### src/rtl/wb_trace_buffer_if.sv
// Read-side port of the writeback trace buffer.
// The buffer (master) presents the head entry and its valid flag.
// The debug host (slave) answers with rd_ready.
//   rd_valid  head entry available
//   rd_ready  host accepts the head entry at the next rising edge
//   rd_seq    sequence tag of the head entry
//   rd_exc    exception code of the head entry
//   rd_reg    destination register of the head entry
//   rd_data   write data of the head entry
interface wb_trace_buffer_if #(
   parameter int SEQ_W = 16
);
   logic             rd_valid;
   logic             rd_ready;
   logic [SEQ_W-1:0] rd_seq;
   logic [2:0]       rd_exc;
   logic [4:0]       rd_reg;
   logic [31:0]      rd_data;

   modport master (
      output rd_valid, rd_seq, rd_exc, rd_reg, rd_data,
      input  rd_ready
   );

   modport slave (
      input  rd_valid, rd_seq, rd_exc, rd_reg, rd_data,
      output rd_ready
   );
endinterface

### src/rtl/wb_trace_buffer.sv
// Writeback trace buffer: taps the WB stage and queues every architectural
// writeback or exception event in a FIFO that a debug host drains over a
// valid/ready port.
// Ports:
//   SYS_clk, SYS_reset     clock (rising edge) and async active-low reset
//   WB_*                   writeback stage tap (reg-write, dest, data, exc code)
//   trace_enable           capture enable (OFF <-> RUN)
//   freeze_on_exc          stop capturing after the first captured exception
//   clear                  synchronous flush of FIFO, counters and flags
//   rd                     head-entry read port (wb_trace_buffer_if.master)
//   fill_level             number of entries held
//   overflow               sticky: at least one event was dropped
//   dropped_count          saturating count of dropped events
//   frozen                 capture stopped by an exception
module wb_trace_buffer #(
   parameter int DEPTH = 16,
   parameter int SEQ_W = 16
) (
   input  logic                     SYS_clk,
   input  logic                     SYS_reset,
   input  logic                     WB_RegWrite_signal,
   input  logic [4:0]               WB_write_register,
   input  logic [31:0]              WB_write_data,
   input  logic [2:0]               WB_exception_signal,
   input  logic                     trace_enable,
   input  logic                     freeze_on_exc,
   input  logic                     clear,
   wb_trace_buffer_if.master        rd,
   output logic [$clog2(DEPTH):0]   fill_level,
   output logic                     overflow,
   output logic [SEQ_W-1:0]         dropped_count,
   output logic                     frozen
);

   localparam int PW = $clog2(DEPTH);
   localparam int FW = PW + 1;
   localparam int EW = SEQ_W + 3 + 5 + 32;

   typedef enum logic [1:0] {
      ST_OFF    = 2'd0,
      ST_RUN    = 2'd1,
      ST_FROZEN = 2'd2
   } state_t;

   state_t           state_r;
   logic [EW-1:0]    mem_r [DEPTH];
   logic [PW-1:0]    wr_ptr_r;
   logic [PW-1:0]    rd_ptr_r;
   logic [FW-1:0]    fill_r;
   logic [SEQ_W-1:0] seq_r;
   logic [SEQ_W-1:0] drop_cnt_r;
   logic             overflow_r;
   logic             frozen_r;

   logic             event_s;
   logic             capture_s;
   logic             pop_s;
   logic             full_s;
   logic             store_s;
   logic             drop_s;
   logic             freeze_s;
   logic [EW-1:0]    head_s;

   assign event_s   = (WB_RegWrite_signal && (WB_write_register != 5'd0)) ||
                      (WB_exception_signal != 3'd0);
   assign capture_s = (state_r == ST_RUN) && event_s;
   assign pop_s     = (fill_r != {FW{1'b0}}) && rd.rd_ready;
   assign full_s    = (fill_r == FW'(DEPTH));
   // A pop on the same edge frees the slot the incoming event needs.
   assign store_s   = capture_s && (!full_s || pop_s);
   assign drop_s    = capture_s && full_s && !pop_s;
   assign freeze_s  = capture_s && (WB_exception_signal != 3'd0) && freeze_on_exc;

   // Head entry is read straight from storage; nothing bypasses the FIFO.
   assign head_s        = mem_r[rd_ptr_r];
   assign rd.rd_valid   = (fill_r != {FW{1'b0}});
   assign rd.rd_seq     = head_s[EW-1 -: SEQ_W];
   assign rd.rd_exc     = head_s[39:37];
   assign rd.rd_reg     = head_s[36:32];
   assign rd.rd_data    = head_s[31:0];
   assign fill_level    = fill_r;
   assign overflow      = overflow_r;
   assign dropped_count = drop_cnt_r;
   assign frozen        = frozen_r;

   // FIFO storage, pointers, fill level, sequence tag and drop accounting.
   always_ff @(posedge SYS_clk or negedge SYS_reset) begin
      if (!SYS_reset) begin
         for (int i = 0; i < DEPTH; i++) begin
            mem_r[i] <= {EW{1'b0}};
         end
         wr_ptr_r   <= {PW{1'b0}};
         rd_ptr_r   <= {PW{1'b0}};
         fill_r     <= {FW{1'b0}};
         seq_r      <= {SEQ_W{1'b0}};
         drop_cnt_r <= {SEQ_W{1'b0}};
         overflow_r <= 1'b0;
      end else if (clear) begin
         wr_ptr_r   <= {PW{1'b0}};
         rd_ptr_r   <= {PW{1'b0}};
         fill_r     <= {FW{1'b0}};
         seq_r      <= {SEQ_W{1'b0}};
         drop_cnt_r <= {SEQ_W{1'b0}};
         overflow_r <= 1'b0;
      end else begin
         if (store_s) begin
            mem_r[wr_ptr_r] <= {seq_r, WB_exception_signal, WB_write_register, WB_write_data};
            wr_ptr_r        <= wr_ptr_r + PW'(1);
         end
         if (pop_s) begin
            rd_ptr_r <= rd_ptr_r + PW'(1);
         end
         if (store_s && !pop_s) begin
            fill_r <= fill_r + FW'(1);
         end else if (pop_s && !store_s) begin
            fill_r <= fill_r - FW'(1);
         end else begin
            fill_r <= fill_r;
         end
         // Dropped events still consume a tag so the host sees the gap.
         if (capture_s) begin
            seq_r <= seq_r + SEQ_W'(1);
         end
         if (drop_s) begin
            overflow_r <= 1'b1;
            if (drop_cnt_r != {SEQ_W{1'b1}}) begin
               drop_cnt_r <= drop_cnt_r + SEQ_W'(1);
            end
         end
      end
   end

   // Capture control FSM; frozen is registered alongside the state.
   always_ff @(posedge SYS_clk or negedge SYS_reset) begin
      if (!SYS_reset) begin
         state_r  <= ST_OFF;
         frozen_r <= 1'b0;
      end else if (clear) begin
         state_r  <= ST_OFF;
         frozen_r <= 1'b0;
      end else begin
         case (state_r)
            ST_OFF: begin
               if (trace_enable) begin
                  state_r <= ST_RUN;
               end
               frozen_r <= 1'b0;
            end
            ST_RUN: begin
               // Freezing wins over a simultaneous disable.
               if (freeze_s) begin
                  state_r  <= ST_FROZEN;
                  frozen_r <= 1'b1;
               end else if (!trace_enable) begin
                  state_r  <= ST_OFF;
                  frozen_r <= 1'b0;
               end else begin
                  frozen_r <= 1'b0;
               end
            end
            ST_FROZEN: begin
               frozen_r <= 1'b1;
            end
            default: begin
               state_r  <= ST_OFF;
               frozen_r <= 1'b0;
            end
         endcase
      end
   end

endmodule

### src/flat_wrapper.sv
// flat-port wrapper written by rule: the top's interface ports become plain ports
module wb_trace_buffer_flat 
#(
   parameter int DEPTH = 16,
   parameter int SEQ_W = 16
)
  (SYS_clk, SYS_reset, WB_RegWrite_signal, WB_write_register, WB_write_data, WB_exception_signal, trace_enable, freeze_on_exc, clear, fill_level, overflow, dropped_count, frozen, rd_rd_valid, rd_rd_seq, rd_rd_exc, rd_rd_reg, rd_rd_data, rd_rd_ready);
  wb_trace_buffer_if #(.SEQ_W(SEQ_W)) rd_i ();
  input  logic SYS_clk;
  input  logic SYS_reset;
  input  logic WB_RegWrite_signal;
  input  logic [4:0] WB_write_register;
  input  logic [31:0] WB_write_data;
  input  logic [2:0] WB_exception_signal;
  input  logic trace_enable;
  input  logic freeze_on_exc;
  input  logic clear;
  output logic [$clog2(DEPTH):0] fill_level;
  output logic overflow;
  output logic [SEQ_W-1:0] dropped_count;
  output logic frozen;
  output wire logic [$bits(rd_i.rd_valid)-1:0] rd_rd_valid;
  output wire logic [$bits(rd_i.rd_seq)-1:0] rd_rd_seq;
  output wire logic [$bits(rd_i.rd_exc)-1:0] rd_rd_exc;
  output wire logic [$bits(rd_i.rd_reg)-1:0] rd_rd_reg;
  output wire logic [$bits(rd_i.rd_data)-1:0] rd_rd_data;
  input wire logic [$bits(rd_i.rd_ready)-1:0] rd_rd_ready;
  assign rd_rd_valid = rd_i.rd_valid;
  assign rd_rd_seq = rd_i.rd_seq;
  assign rd_rd_exc = rd_i.rd_exc;
  assign rd_rd_reg = rd_i.rd_reg;
  assign rd_rd_data = rd_i.rd_data;
  assign rd_i.rd_ready = rd_rd_ready;
  wb_trace_buffer #(.DEPTH(DEPTH), .SEQ_W(SEQ_W)) u_core (.SYS_clk(SYS_clk), .SYS_reset(SYS_reset), .WB_RegWrite_signal(WB_RegWrite_signal), .WB_write_register(WB_write_register), .WB_write_data(WB_write_data), .WB_exception_signal(WB_exception_signal), .trace_enable(trace_enable), .freeze_on_exc(freeze_on_exc), .clear(clear), .rd(rd_i), .fill_level(fill_level), .overflow(overflow), .dropped_count(dropped_count), .frozen(frozen));
endmodule
### config.mk
export PLATFORM = sky130hd
export DESIGN_NAME = wb_trace_buffer_flat
export DESIGN_NICKNAME = d
export VERILOG_FILES = /design/src/rtl/wb_trace_buffer_if.sv /design/src/rtl/wb_trace_buffer.sv /design/src/flat_wrapper.sv
export SDC_FILE = /design/constraint.sdc
export NUM_CORES = 1
export LEC_CHECK = 0
export CELL_PAD_IN_SITES_DETAIL_PLACEMENT = 2
export CELL_PAD_IN_SITES_GLOBAL_PLACEMENT = 2
export CORE_MARGIN = 5
export CORE_UTILIZATION = 47
export CTS_BUF_LIST = sky130_fd_sc_hd__clkbuf_8 sky130_fd_sc_hd__clkbuf_16
export CTS_CLUSTER_DIAMETER = 40
export CTS_CLUSTER_SIZE = 10
export DETAILED_ROUTE_END_ITERATION = 12
export HOLD_SLACK_MARGIN = 0.1
export PLACE_DENSITY_LB_ADDON = 0.2
export REMOVE_ABC_BUFFERS = 1
export SETUP_SLACK_MARGIN = 0.1
export SLEW_MARGIN = 20
export SYNTH_ARGS = -nofsm -noshare
export SYNTH_HDL_FRONTEND = slang
export SYNTH_SLANG_ARGS = --single-unit
### constraint.sdc
create_clock -name SYS_clk -period 3.8 [get_ports SYS_clk]
set_input_delay 0.95 -clock SYS_clk [delete_from_list [all_inputs] [get_ports SYS_clk]]
set_output_delay 0.95 -clock SYS_clk [all_outputs]
set_load 0.005 [all_outputs]
* After elaboration in Yosys (flattened, before gate mapping)
Cells that the tools add are included.
Word-level totals: register bits 945, output and inout port bits 80
Cells by class: add/subtract/negate cells 6, magnitude comparators 3, equal/unequal tests 7, mux-type cells 28, bitwise operators 3, reduce and logical (&&, ||, !) cells 29
Operator list (count):
- bitwise mux 896 bit | 1
- binary-select mux 56 bit (select 4 bit) | 1
- demux 56 bit (select 4 bit) | 1
- 2-to-1 mux 56 bit | 3
- 2-to-1 mux 16 bit | 5
- adder 16 x 1 -> 16 bit (second input constant) | 2
- 2-to-1 mux 4 bit | 4
- inequality test 16 bit (second input constant) | 1
- 2-to-1 mux 5 bit | 3
- logical AND 1 bit | 11
- >= comparator 5 bit (second input constant) | 2
- NOT 4 -> 5 bit | 2
- nonzero test 2 bit | 5
- nonzero test 5 bit | 2
- adder 4 x 1 -> 4 bit (second input constant) | 2
- 2-to-1 mux 2 bit | 4
- case mux 2 bit (3 select lines) | 1
- nonzero test 3 bit | 2
- adder 5 x 1 -> 5 bit (second input constant) | 1
- == test 5 bit (second input constant) | 1
- < comparator 5 x 1 -> 1 bit (second input constant) | 1
- subtractor 5 x 1 -> 5 bit (second input constant) | 1
- 2-to-1 mux 1 bit | 4
- inequality test 4 x 3 -> 1 bit (second input constant) | 1
- 11 further kinds | 15

* Logic depth before layout (Yosys ltp)
word-level depth 10, gate-level depth with buffers 10, mapped depth without buffers 10

* Least setup slack after synthesis
OpenSTA, ideal clock, no wires.
path type input port to flip-flop, from in WB_write_register[0], to reg u_core.fill_r[4], in the netlist u_core.fill_level[4], setup time 0.124 ns, arrival 3.350 ns, required time 3.676 ns, setup slack 0.326 ns, cell stages on the path 9, path buffers 0, path through or4_4 -> o211a_1 -> o211ai_1 -> ha_1 -> a21o_1 -> a21oi_1 -> xor2_1 -> nor4_1 -> a211o_1
On the way: cells in the longest elaborated chain, start to end 8, elaborated cells on any way between the ends 11, classes of those cells mux (2); reduce/logical (9)
Ends and longest elaborated chain:
- from (decl) | line flat_wrapper.sv:12 | input logic [4:0] WB_write_register;
- nonzero test 5 bit (*) | line wb_trace_buffer.sv:64 | assign event_s = (WB_RegWrite_signal && (WB_write_register != 5'd0)) ||
- logical AND 1 bit (*) | line wb_trace_buffer.sv:64
- logical OR 1 bit (*) | line wb_trace_buffer.sv:64
- logical AND 1 bit (*) | line wb_trace_buffer.sv:66 | assign capture_s = (state_r == ST_RUN) && event_s;
- logical AND 1 bit (*) | line wb_trace_buffer.sv:70 | assign store_s = capture_s && (!full_s || pop_s);
- logical AND 1 bit / logical NOT 1 bit (equally long branches) | line wb_trace_buffer.sv:113, wb_trace_buffer.sv:115
- 2-to-1 mux 5 bit / logical AND 1 bit (equally long branches) | line wb_trace_buffer.sv:113, wb_trace_buffer.sv:115
- 2-to-1 mux 5 bit / nonzero test 3 bit (equally long branches)
- to (signal assigned) | line wb_trace_buffer.sv:101 | fill_r <= {FW{1'b0}};
- to (signal assigned) | line wb_trace_buffer.sv:114 | fill_r <= fill_r + FW'(1);
- to (signal assigned) | line wb_trace_buffer.sv:116 | fill_r <= fill_r - FW'(1);
- to (decl) | line wb_trace_buffer.sv:49 | logic [FW-1:0] fill_r;
Every way passes the cells marked *; elsewhere a longest branch is shown, timed or not. A chain may end at the register's enable or synchronous reset.

* Worst setup path in the final report
from reg u_core.rd_ptr_r[0], to out rd_rd_data[2]
On the way: cells in the longest elaborated chain, start to end 4
Ends and longest elaborated chain:
- from (decl) | line wb_trace_buffer.sv:48 | logic [PW-1:0] rd_ptr_r;
- from (signal assigned) | line wb_trace_buffer.sv:93 | rd_ptr_r <= {PW{1'b0}};
- from (signal assigned) | line wb_trace_buffer.sv:100 | rd_ptr_r <= {PW{1'b0}};
- from (signal assigned) | line wb_trace_buffer.sv:111 | rd_ptr_r <= rd_ptr_r + PW'(1);
- NOT 4 -> 5 bit (not written as such) | line wb_trace_buffer.sv:75 | assign head_s = mem_r[rd_ptr_r];
- binary-select mux 56 bit (select 4 bit) | line wb_trace_buffer.sv:75
- 2-to-1 mux 56 bit (not written as such) (2 in series) | line wb_trace_buffer.sv:75
- to (decl) | line flat_wrapper.sv:26 | output wire logic [$bits(rd_i.rd_data)-1:0] rd_rd_data;
No other way between the ends. The select of a mux whose other input is x is not followed.

==> flow_metrics.tcl <==
set metrics [dict create \
    run_status "finished with violations" \
    violations "setup timing" \
    seqCellArea_um2 23700 \
    clockBufferDepth 3 \
    hpwl_um 75500 \
    insertion_delay_ns 0.79 \
    synth_compound_area_frac 0.00749 \
    tritoncts "yes" \
    yosysSeqAreaShare 0.549 \
    drcViolationCount 0 \
    io_buffers 126 \
    cp-start-kind "flip-flop" \
    period_needed_ns 4.05 \
    instances_no_fill 4211 \
    fmax_mhz 247 \
    p_sw_frac 0.293 \
    vias_per_cell 6.57 \
    cpMostUsedCell "buf_6" \
    synth_area_leaders "dfrtp_1 (55%), mux4_2 (15%), mux2_2 (12%), mux2_1 (11%), buf_6 (1.5%)" \
    synth-xor-area-share 0.00732 \
    detail-route-antenna-nets 0 \
    gp_congestion 0.744 \
    std_cell_rows 111 \
    die_h_um 313 \
    synth.largest_area_cell "dfrtp_1" \
    whs_ns 0.280 \
    synth.area.mux_share 0.381 \
    final.setup_skew_ns 0.0520 \
    ios 127 \
    p_int_w 0.0237 \
    crit_buf_inv 6 \
    ys_top_cells_by_count "dfrtp_1 (945), mux2_2 (470), mux2_1 (426)" \
    yosys.area_share.adder 0.00482 \
    ir_worst_vdd_mv 0.486 \
    yosysMostFrequentCell "dfrtp_1" \
    cts_max_level 4 \
    ys_warn_count 0 \
    maxSlewViolCount 0 \
    antenna_found_initial 3 \
    final_nets 2962 \
    fin_ws_ns -0.250 \
    grt_pass1_vias 32300 \
    die_w_um 313 \
    drv_cap 0 \
    pre_cts_ws_ns -0.206 \
    sequentialPowerShare 0.344 \
    synth_top_area_frac 0.549 \
    crit_family "multiplexers" \
    placed_area_um2 46700 \
    routedWlPerCell_um 42.2 \
    setup_viol_count_final 53 \
    hp-class "input pin to asynchronous set/reset pin" \
    drtIter0Drc 2250 \
    hold_viol_final 0 \
    nFillCells 7497 \
    synth_seq_cells 945 \
    syn_area_um2 43100 \
    start_util 0.472 \
    synth_edf_count 0 \
    syn_inst 2603 \
    firstDrtPassIters 5 \
    critPathArrivalTime_ns 3.10 \
    combPwrFrac 0.220 \
    grt_pass1_wl_um 246000 \
    numCtsBuffers 152 \
    worstSetupPathType "flip-flop to output port" \
    p_clk_frac 0.437 \
    rsz0062_at_grt "yes" \
    cp_slowest_stage_delay_ns 0.53 \
    grt_usage 0.344 \
    overflow 0 \
    cellPowerDensity_nw_per_um2 626 \
    drive_above_1_share 0.444 \
    cts.sinks 945 \
    final_cell_area_um2 53500 \
    cts_root_buf "clkbuf_16" \
    die_area_um2 97800 \
    worst-path-max-fanout 6 \
    routed_wl_um 178000 \
    syn_to_final_growth_pct 24.1 \
    multi_input_area_um2 18100 \
    end_kind "output port" \
    path_cells "buf_6 -> buf_16 -> buf_12 -> buf_12 -> buf_6 -> mux4_2 -> mux4_2 -> buf_6" \
    synth_area_per_cell_um2 16.6 \
    grt_max_degree 85 \
    synth_top_family_by_area "multiplexers" \
    synthArstFlopShare 1.00 \
    cpMaxStageDelayCell "mux4_2" \
    clkTransAtPathRegs_ns 0.05 \
    yosysUniqueCellTypes 58 \
    relSlewSlack 0.154 \
    synthSimpleGateAreaFrac 0.0172 \
    ys.flop_type "dfrtp_1" \
    switchingPower_w 0.00980 \
    worstPathRequired_ns 2.85 \
    worst_pin_slew_ns 1.26 \
    power_leakage_nw 25.7 \
    coreArea_um2 91400 \
    timing.final.crit_share 1.07 \
    dp_cells 3820 \
    vias 27600 \
]
[stage by stage]
stage,power [W],util,TNS [ns]
after floorplan,0.0140,-,-597.02
after global placement,0.0167,0.511,-0.178
after detailed placement,0.0169,0.511,-8.16
after CTS,0.0326,0.583,-6.79
after global routing,0.0343,0.585,-8.51
final,0.0335,0.585,-6.45
[power groups by stage]
stage                     Combinational [W]  Clock [W]  Sequential, W
after floorplan                     0.00247          0         0.0116
after global placement              0.00533          0         0.0113
after detailed placement            0.00549          0         0.0114
after CTS                           0.00688     0.0143         0.0113
after global routing                0.00763     0.0152         0.0115
final                               0.00736     0.0146         0.0115
[path summary, 6_finish.rpt]
kind / cells after the start / start / slack, ns / to
max in group asynchronous: 2 / SYS_reset / 2.38 / u_core.rd_ptr_r[2]
max: 8 / u_core.rd_ptr_r[0] / -0.25 / rd_rd_data[2]
min in group SYS_clk: 1 / u_core.mem_r[91] / 0.49 / u_core.mem_r[91]
max reg2reg: 10 / u_core.fill_level[1] / 0.57 / u_core.fill_level[4]
min: 1 / SYS_reset / 0.28 / u_core.mem_r[367]
min reg2reg: 1 / u_core.mem_r[91] / 0.49 / u_core.mem_r[91]
[logic make-up (layout without fill, tap and decap cells)]
kind of cell | after synthesis | in the layout
multiplexers | 1177 | 1177
AO/OA/AOI/OAI | 42 | 42
flip-flops | 945 | 945
XOR/XNOR | 36 | 36
other | 0 | 3
AND/OR/NAND/NOR | 139 | 139
buffers and inverters | 248 | 667
adder cells (fa/ha/maj) | 16 | 16
[routing by layer]
metal / track usage / wire, um / up-vias
li1: - / - / 10300
met1: 0.426 / 67700 / 15400
met4: 0.136 / 8860 / 2
met5: 0 / 12 / -
met3: 0.0651 / 9520 / 529
met2: 0.601 / 91600 / 1342
[state kept, by name, indices dropped and copies added, names as in the netlist]
signal                flops
u_core.dropped_count     16
u_core.mem_r            896
u_core.rd_ptr_r           4
u_core.seq_r             16
u_core.fill_level         5
u_core.overflow           1
u_core.frozen             1
u_core.state_r            2
u_core.wr_ptr_r           4
[layout make-up]
cell class / instances / share of cell area
Tap cell: 1186 / 0.0277
Clock inverter: 102 / 0.0178
Clock buffer: 175 / 0.0787
Antenna cell: 3 / 0.000140
Sequential cell: 945 / 0.442
Multi-Input combinational cell: 1410 / 0.338
Timing Repair Buffer: 384 / 0.0946
Inverter: 6 / 0.000421
[layout by cell type (no fill, tap or decap), drive strengths merged, types with 4 or more instances in the layout]
master	n
nor3b	4
mux4	280
o21ai	8
buf	314
ha	15
clkinvlp	12
clkbuf	176
a21oi	14
clkdlybuf4s50	68
xor2	19
dfrtp	945
a211oi	5
xnor2	17
nor3	7
mux2	896
nand2	25
inv	47
nand3	26
and3	4
nor2	43
bufinv	14
nand4	12
clkinv	35
[what timing repair did]
action,in CTS,in global routing
pin swaps,0,0
hold buffers,0,0
cloned,14,0
resized for setup,326,73
endpoints found under the setup margin,56,56
setup buffers,88,25
(Power assumes the default switching activity.)
